<file path="config.mk">
export PLATFORM = sky130hd
export DESIGN_NAME = hit_formatter
export DESIGN_NICKNAME = d
export VERILOG_FILES = /design/src/rtl/hit_formatter.sv
export SDC_FILE = /design/constraint.sdc
export NUM_CORES = 1
export LEC_CHECK = 0
export ABC_AREA = 1
export BUFFER_PORTS_ARGS = -buffer_cell sky130_fd_sc_hd__buf_2
export CORE_MARGIN = 4
export CORE_UTILIZATION = 65
export DETAILED_ROUTE_END_ITERATION = 8
export GPL_TIMING_DRIVEN = 0
export PLACE_DENSITY_LB_ADDON = 0.1
export SYNTH_ARGS = -nofsm -noshare
export SYNTH_HDL_FRONTEND = slang
export SYNTH_SLANG_ARGS = --single-unit
</file>
<file path="constraint.sdc">
create_clock -name clk_bx -period 5.55 [get_ports clk_bx]
set_input_delay 0.8325 -clock clk_bx [delete_from_list [all_inputs] [get_ports clk_bx]]
set_output_delay 0.8325 -clock clk_bx [all_outputs]
set_load 0.03 [all_outputs]
</file>
<file path="src/rtl/hit_formatter.sv">
// Pixel hit formatter: Gray-decodes LE/TE, computes ToT, packs a 32-bit word into a FWFT FIFO.
// Latency: in_strobe at cycle N gives out_valid at N+2 when the FIFO is empty.
// Backpressure: out_ready stalls the FIFO head; writes into a full FIFO without a pop are dropped and counted.
module hit_formatter #(
   parameter int DEPTH = 16
) (
   input  logic        clk_bx,
   input  logic        reset,
   input  logic [26:0] in_data,
   input  logic        in_strobe,
   output logic [31:0] out_data,
   output logic        out_valid,
   input  logic        out_ready,
   output logic        fifo_full,
   output logic        fifo_empty,
   output logic [7:0]  overflow_cnt,
   output logic [15:0] hit_cnt
);

   localparam int AW = $clog2(DEPTH);

   // Gray to binary: MSB passes through, each lower bit folds in the bit above.
   function automatic logic [5:0] gray2bin(input logic [5:0] g);
      logic [5:0] b;
      b[5] = g[5];
      for (int i = 4; i >= 0; i--) begin
         b[i] = b[i+1] ^ g[i];
      end
      return b;
   endfunction

   logic          s1_vld_q, s1_vld_d;
   logic [31:0]   s1_word_q, s1_word_d;
   logic [AW:0]   wr_ptr_q, wr_ptr_d;
   logic [AW:0]   rd_ptr_q, rd_ptr_d;
   logic [AW:0]   cnt_q, cnt_d;
   logic          full_q, full_d;
   logic          empty_q, empty_d;
   logic          ovf_flag_q, ovf_flag_d;
   logic [7:0]    ovf_cnt_q, ovf_cnt_d;
   logic [15:0]   hit_cnt_q, hit_cnt_d;
   logic [31:0]   mem [DEPTH];

   logic [5:0]    le_bin;
   logic [5:0]    te_bin;
   logic [5:0]    tot;
   logic          pop;
   logic          push;
   logic          drop;

   // Stage-1 decode and word build; the ovf bit is merged later at FIFO write time.
   always_comb begin
      le_bin    = gray2bin(in_data[11:6]);
      te_bin    = gray2bin(in_data[5:0]);
      tot       = te_bin - le_bin;
      s1_vld_d  = in_strobe;
      s1_word_d = s1_word_q;
      if (in_strobe) begin
         s1_word_d = {2'b01, in_data[26:21], in_data[20:12], le_bin, tot, 1'b0, 2'b00};
      end
   end

   // FIFO control: a full FIFO still accepts a write when the head is popped in the same cycle.
   always_comb begin
      pop        = !empty_q && out_ready;
      push       = s1_vld_q && (!full_q || pop);
      drop       = s1_vld_q && full_q && !pop;
      wr_ptr_d   = wr_ptr_q + (push ? 1'b1 : 1'b0);
      rd_ptr_d   = rd_ptr_q + (pop ? 1'b1 : 1'b0);
      cnt_d      = cnt_q;
      if (push && !pop) begin
         cnt_d = cnt_q + 1'b1;
      end else if (!push && pop) begin
         cnt_d = cnt_q - 1'b1;
      end
      full_d     = (cnt_d == (AW+1)'(DEPTH));
      empty_d    = (cnt_d == '0);
      ovf_flag_d = ovf_flag_q;
      if (drop) begin
         ovf_flag_d = 1'b1;
      end else if (push) begin
         ovf_flag_d = 1'b0;
      end
      ovf_cnt_d  = ovf_cnt_q;
      if (drop && ovf_cnt_q != 8'hFF) begin
         ovf_cnt_d = ovf_cnt_q + 8'd1;
      end
      hit_cnt_d  = hit_cnt_q + (in_strobe ? 16'd1 : 16'd0);
   end

   // State registers with synchronous reset; a strobe coincident with reset is discarded.
   always_ff @(posedge clk_bx) begin
      if (reset) begin
         s1_vld_q   <= 1'b0;
         s1_word_q  <= '0;
         wr_ptr_q   <= '0;
         rd_ptr_q   <= '0;
         cnt_q      <= '0;
         full_q     <= 1'b0;
         empty_q    <= 1'b1;
         ovf_flag_q <= 1'b0;
         ovf_cnt_q  <= '0;
         hit_cnt_q  <= '0;
      end else begin
         s1_vld_q   <= s1_vld_d;
         s1_word_q  <= s1_word_d;
         wr_ptr_q   <= wr_ptr_d;
         rd_ptr_q   <= rd_ptr_d;
         cnt_q      <= cnt_d;
         full_q     <= full_d;
         empty_q    <= empty_d;
         ovf_flag_q <= ovf_flag_d;
         ovf_cnt_q  <= ovf_cnt_d;
         hit_cnt_q  <= hit_cnt_d;
      end
   end

   // Storage array carries the sticky overflow flag into bit 2 of the written word.
   always_ff @(posedge clk_bx) begin
      if (push) begin
         mem[wr_ptr_q[AW-1:0]] <= {s1_word_q[31:3], ovf_flag_q, s1_word_q[1:0]};
      end
   end

   // First-word-fall-through head; forced to zero while empty so reset shows out_data=0.
   always_comb begin
      out_valid    = !empty_q;
      out_data     = empty_q ? 32'd0 : mem[rd_ptr_q[AW-1:0]];
      fifo_full    = full_q;
      fifo_empty   = empty_q;
      overflow_cnt = ovf_cnt_q;
      hit_cnt      = hit_cnt_q;
   end

endmodule

</file>
After elaboration in Yosys (flattened, before gate mapping)
Memory sizes are Yosys's and may differ from the RTL's. A register that Yosys moved wholly into a read port is not among the register bits.
Index checks and enable logic that the tools add are counted.

cells by class
  order comparisons = 0
  bitwise gates (word level) = 10
  multiplexer cells = 11
  reductions and logical operators = 14
  $mul = 0
  shifts and indexed selects = 0
  eq/ne operators = 2
  add/sub/neg operators = 7
  divide/modulo/power cells = 0

operators by type and width
  kind                                                                number
  32-bit two-way mux                                                  1
  16-bit by 1-bit adder with 16-bit output                            1
  5-bit by 1-bit adder with 5-bit output                              2
  5-bit two-way mux                                                   2
  1-bit bitwise XOR                                                   10
  8-bit by 1-bit adder with 8-bit output, second input constant       1
  8-bit != test, second input constant                                1
  1-bit logical AND                                                   7
  1-bit two-way mux                                                   7
  6-bit subtractor                                                    1
  5-bit by 1-bit adder with 5-bit output, second input constant       1
  5-bit == test, second input constant                                1
  5-bit zero test                                                     1
  5-bit by 1-bit subtractor with 5-bit output, second input constant  1
  1-bit zero test                                                     4
  4-bit two-way mux                                                   1
  2-bit nonzero test                                                  1
  1-bit logical OR                                                    1

storage, ports and cells
  input port bits = 31
  logic and storage cells = 55
  bits in read-only memories = 0
  memory bits (writable) = 464
  output and inout bits = 59
  latch bits = 0
  memories = 1
  flip-flop bits (word level) = 71

memories
  name  words  bits a word  read ports  clocked after Yosys merged registers in  wr ports  line  RTL
  mem   16     29           1           1                                        1         42    logic [31:0] mem [DEPTH];

Longest topological paths before layout
  depth in word-level cells = 9
  depth in mapped cells = 19
  gate-level depth less buffers = 19

Worst setup path after synthesis
OpenSTA, ideal clock, no wires.

  path kind = input port to flip-flop
  start = in out_ready
  end = mem mem[0][0] (netlist name), enable pin
  stages = 4
  slack = 2473 ps
  required time = 5135 ps
  library setup time = 415 ps
  buffers on the path = 0
  arrival = 2662 ps
  cells stage by stage = nand2_2 > a21oi_1 > nand3_1 > nor2_1

between the ends
  cells in the longest elaborated chain, start to end = 5

RTL lines
  item                                     line  RTL
  start, declared                          13    input logic out_ready,
  1-bit logical AND                        65    pop = !empty_q && out_ready;
  1-bit logical OR                         66    push = s1_vld_q && (!full_q || pop);
  1-bit logical AND                        66
  1-bit two-way mux                        120   if (push) begin
  1-bit two-way mux (implied by the code)  121   mem[wr_ptr_q[AW-1:0]] <= {s1_word_q[31:3], ovf_flag_q, s1_word_q[1:0]};
  end, declared                            42

Every way passes these cells.

==> impl_metrics.toml <==
[outcome]
status = "complete, no violations"

[final_layout]
antenna_cells = 0
area_delta_synth_final_pct = 14.4
final_cell_mix = "edfxtp_1, nor2_1, o21ai_0, o211ai_1, buf_2"
finish.utilization_pct = 75.5
mostFrequentLayoutCell = "edfxtp_1"
final_nets = 1975
drive_above_1_share_pct = 12.6

[timing]
finClkSkew_ns = 0.0135
period_share_pct = 72.0
rsz0062_at_grt = "false"
max_freq_ghz = 0.250
finalMaxSlewViolations = 0
timing.hold.ws_ns = 0.465
setup_tns_ns = 0
setup_viol = 0
hold_violations = 0
min_period_ns = 4.00
max_slew_margin_pct = 24.3
tightest_slew_ns = 1.14

[cts]
cts_hold_repair.buffers = 0
post_cts_buffers = 0
clock_sinks = 533
numCtsBuffers = 52
cts_buffer_depth = 3
ctsResizeCount = 0
clk-insertion-delay-late_ns = 0.57
path_clk_slew_ns = 0.07
cts_tree = "done"
cts-root-buf = "clkbuf_16"
htree_num_levels = 2

[drt]
wl_per_cell_um = 26.7
drtIter0Drc = 2274
via_per_inst = 6.46
dr.pass1.iters = 5
routed_wl_mm = 64.4
drcViolationCount = 0
num_vias = 15600
ant_nets = 0

[worst_setup_path]
slowest_stage = "clkbuf_1"
crit_path_end_kind = "output port"
crit-reg2reg-launch = "fifo_empty"
critPathTopFamily = "buffers and inverters"
rr_endpoint = "mem[5][4]"
cp.required_ns = 4.72
path_buf_inv = 3
r2r_setup_slack_ns = 2.77
crit_chain = "buf_4 -> clkbuf_1 -> o21ai_0 -> o211ai_1 -> nand3_1 -> a21oi_1 -> buf_2"
cp-start-kind = "register"
ff2ff_path_depth = 6
cp-startpoint = "rd_ptr_q[1]"
worstPathArrival_ns = 3.16
cp_max_fo = 10
crit_type = "reg -> out"
max_stage_delay_ns = 0.52

[logic_synthesis]
ys_types = 38
synth_xor_area_share_pct = 0.448
ys_ff_latch = 533
synth_largest_area_cell = "edfxtp_1"
yosysWarnings = 0
synthFlopType = "edfxtp_1"
synth_area_leaders = "edfxtp_1, nor2_1, dfxtp_1"
synth_top_family_by_area = "compound AO/OA/AOI/OAI gates"
synth.cell_area_sq_um = 21500
netlist_instances = 1772
synthArstFlopShare_pct = 0
ys_seq_area_share_pct = 71.3
synth_simple_gate_area_share_pct = 9.91
synth_mux_area_share_pct = 0
synth_compound_area_share_pct = 13.1
yosysTopAreaCellShare_pct = 64.8
synth_edf_count = 464
avgSynthCellArea_sq_um = 12.1
yosys.area_share.adder_pct = 0.908

[die]
rows = 66
die_area_sq_um = 36000
die_h_um = 190
core-area_sq_um = 32500
fp.dieW_um = 190
io_pins = 90
initial_core_util_pct = 66.0

[place]
portBuffers = 85
place.gp.congestion = 0.881
dp.final_hpwl_mm = 41.0

[global_routing]
grt_overflow_total = 0
grt_max_degree = 23
grt_pass1_wl_mm = 94.3
grt_usage_pct = 35.6
antenna_found_initial = 0
grt_pass1_vias = 15100

[worst_hold_path]
min_path_cells = 2
min_from = "overflow_cnt[4]"
holdPathEnd = "overflow_cnt[4]"
min_path_type = "reg -> reg"

[power_and_ir_drop]
leakage_nw = 8.52
p_int_mw = 6.81
p_sw_mw = 2.58
powerDensity_nw_per_um2 = 382
finalPower_mw = 9.39
vdd.ir_drop.worst_mv = 0.284
p_seq_share_pct = 48.6
power_frac_comb_pct = 14.4
p_sw_share_pct = 27.5
clock_power_share_pct = 36.9

[run]
cap_violations = 0
how the worst max path moves through the flow:
stage,to,slack [ns],depth (start not counted)
final,out_data[3],1.55,7
after global routing,out_data[3],1.47,7
after floorplan,mem[0][0],2.47,4
after detailed placement,s1_word_q[7],2.28,19
after CTS,out_data[3],1.68,7
after global placement,mem[0][3],0.65,5
metrics by stage:
step	setup WS, ns	cells	area, sq um
after global routing	1.47	2409	24600
after detailed placement	2.28	2317	22900
after global placement	0.649	2301	22500
after floorplan	2.47	1774	21500
after CTS	1.68	2409	24600
final	1.55	2409	24600
Yosys cell counts, drive strengths merged, types with 2 or more instances:
library cell	instances
edfxtp	464
nor2	394
o21ai	284
o211ai	100
nand2	77
dfxtp	69
inv	69
clkbuf	66
a21oi	54
nand3	54
buf	47
o22ai	27
o221ai	22
ha	14
xor2	7
nor3	4
xnor2	4
nand4	3
or2	3
clkinv	2
nand3b	2
o21a	2
cell families after synthesis:
family / Yosys count
other cells: 1
compound gates: 490
buf+inv: 184
simple gates: 538
fa+ha+maj: 15
xor+xnor: 11
flops: 533
layout make-up:
type	count	area (sq um)
clock inverters	30	269
flip-flops and latches	533	15300
inverters	71	272
well taps	442	553
repair buffers	101	768
multi-input cells	1057	5380
plain buffers	113	649
fillers	2050	7960
clock buffers	62	1370
power groups by stage:
stage / clock, mW / sequential, mW / combinational (mW)
after floorplan: 0 / 4.59 / 0.841
after global placement: 0 / 4.64 / 1.28
after detailed placement: 0 / 4.64 / 1.32
after CTS: 3.44 / 4.56 / 1.33
after global routing: 3.64 / 4.57 / 1.44
final: 3.47 / 4.57 / 1.36
layer usage:
metal	track usage [%]	wire length, um	up-vias	part of all wire [%]
met5	0	0	-	0
met4	16.2	3330	0	5.2
met3	7.65	9060	212	14
met2	56.0	29600	1248	46
met1	48.5	22500	7346	35
li1	-	-	6748	-
flip-flops by register name, summed over array words and instances, names as in the netlist, 4 cells and up:
signal and flops:
cnt_q 5, hit_cnt 16, mem 464, overflow_cnt 8, rd_ptr_q 4, s1_word_q 28
wr_ptr_q 4
worst reg2reg max path: stages, from the launching register on:
cell     delay (ns)
dfxtp_1        0.41
inv_1          0.14
nand2_2        0.09
a21oi_1        0.37
nand3_1        0.43
nor2_4         0.80
buf_16         0.25
No activity file was read; power rests on OpenSTA's default activity.
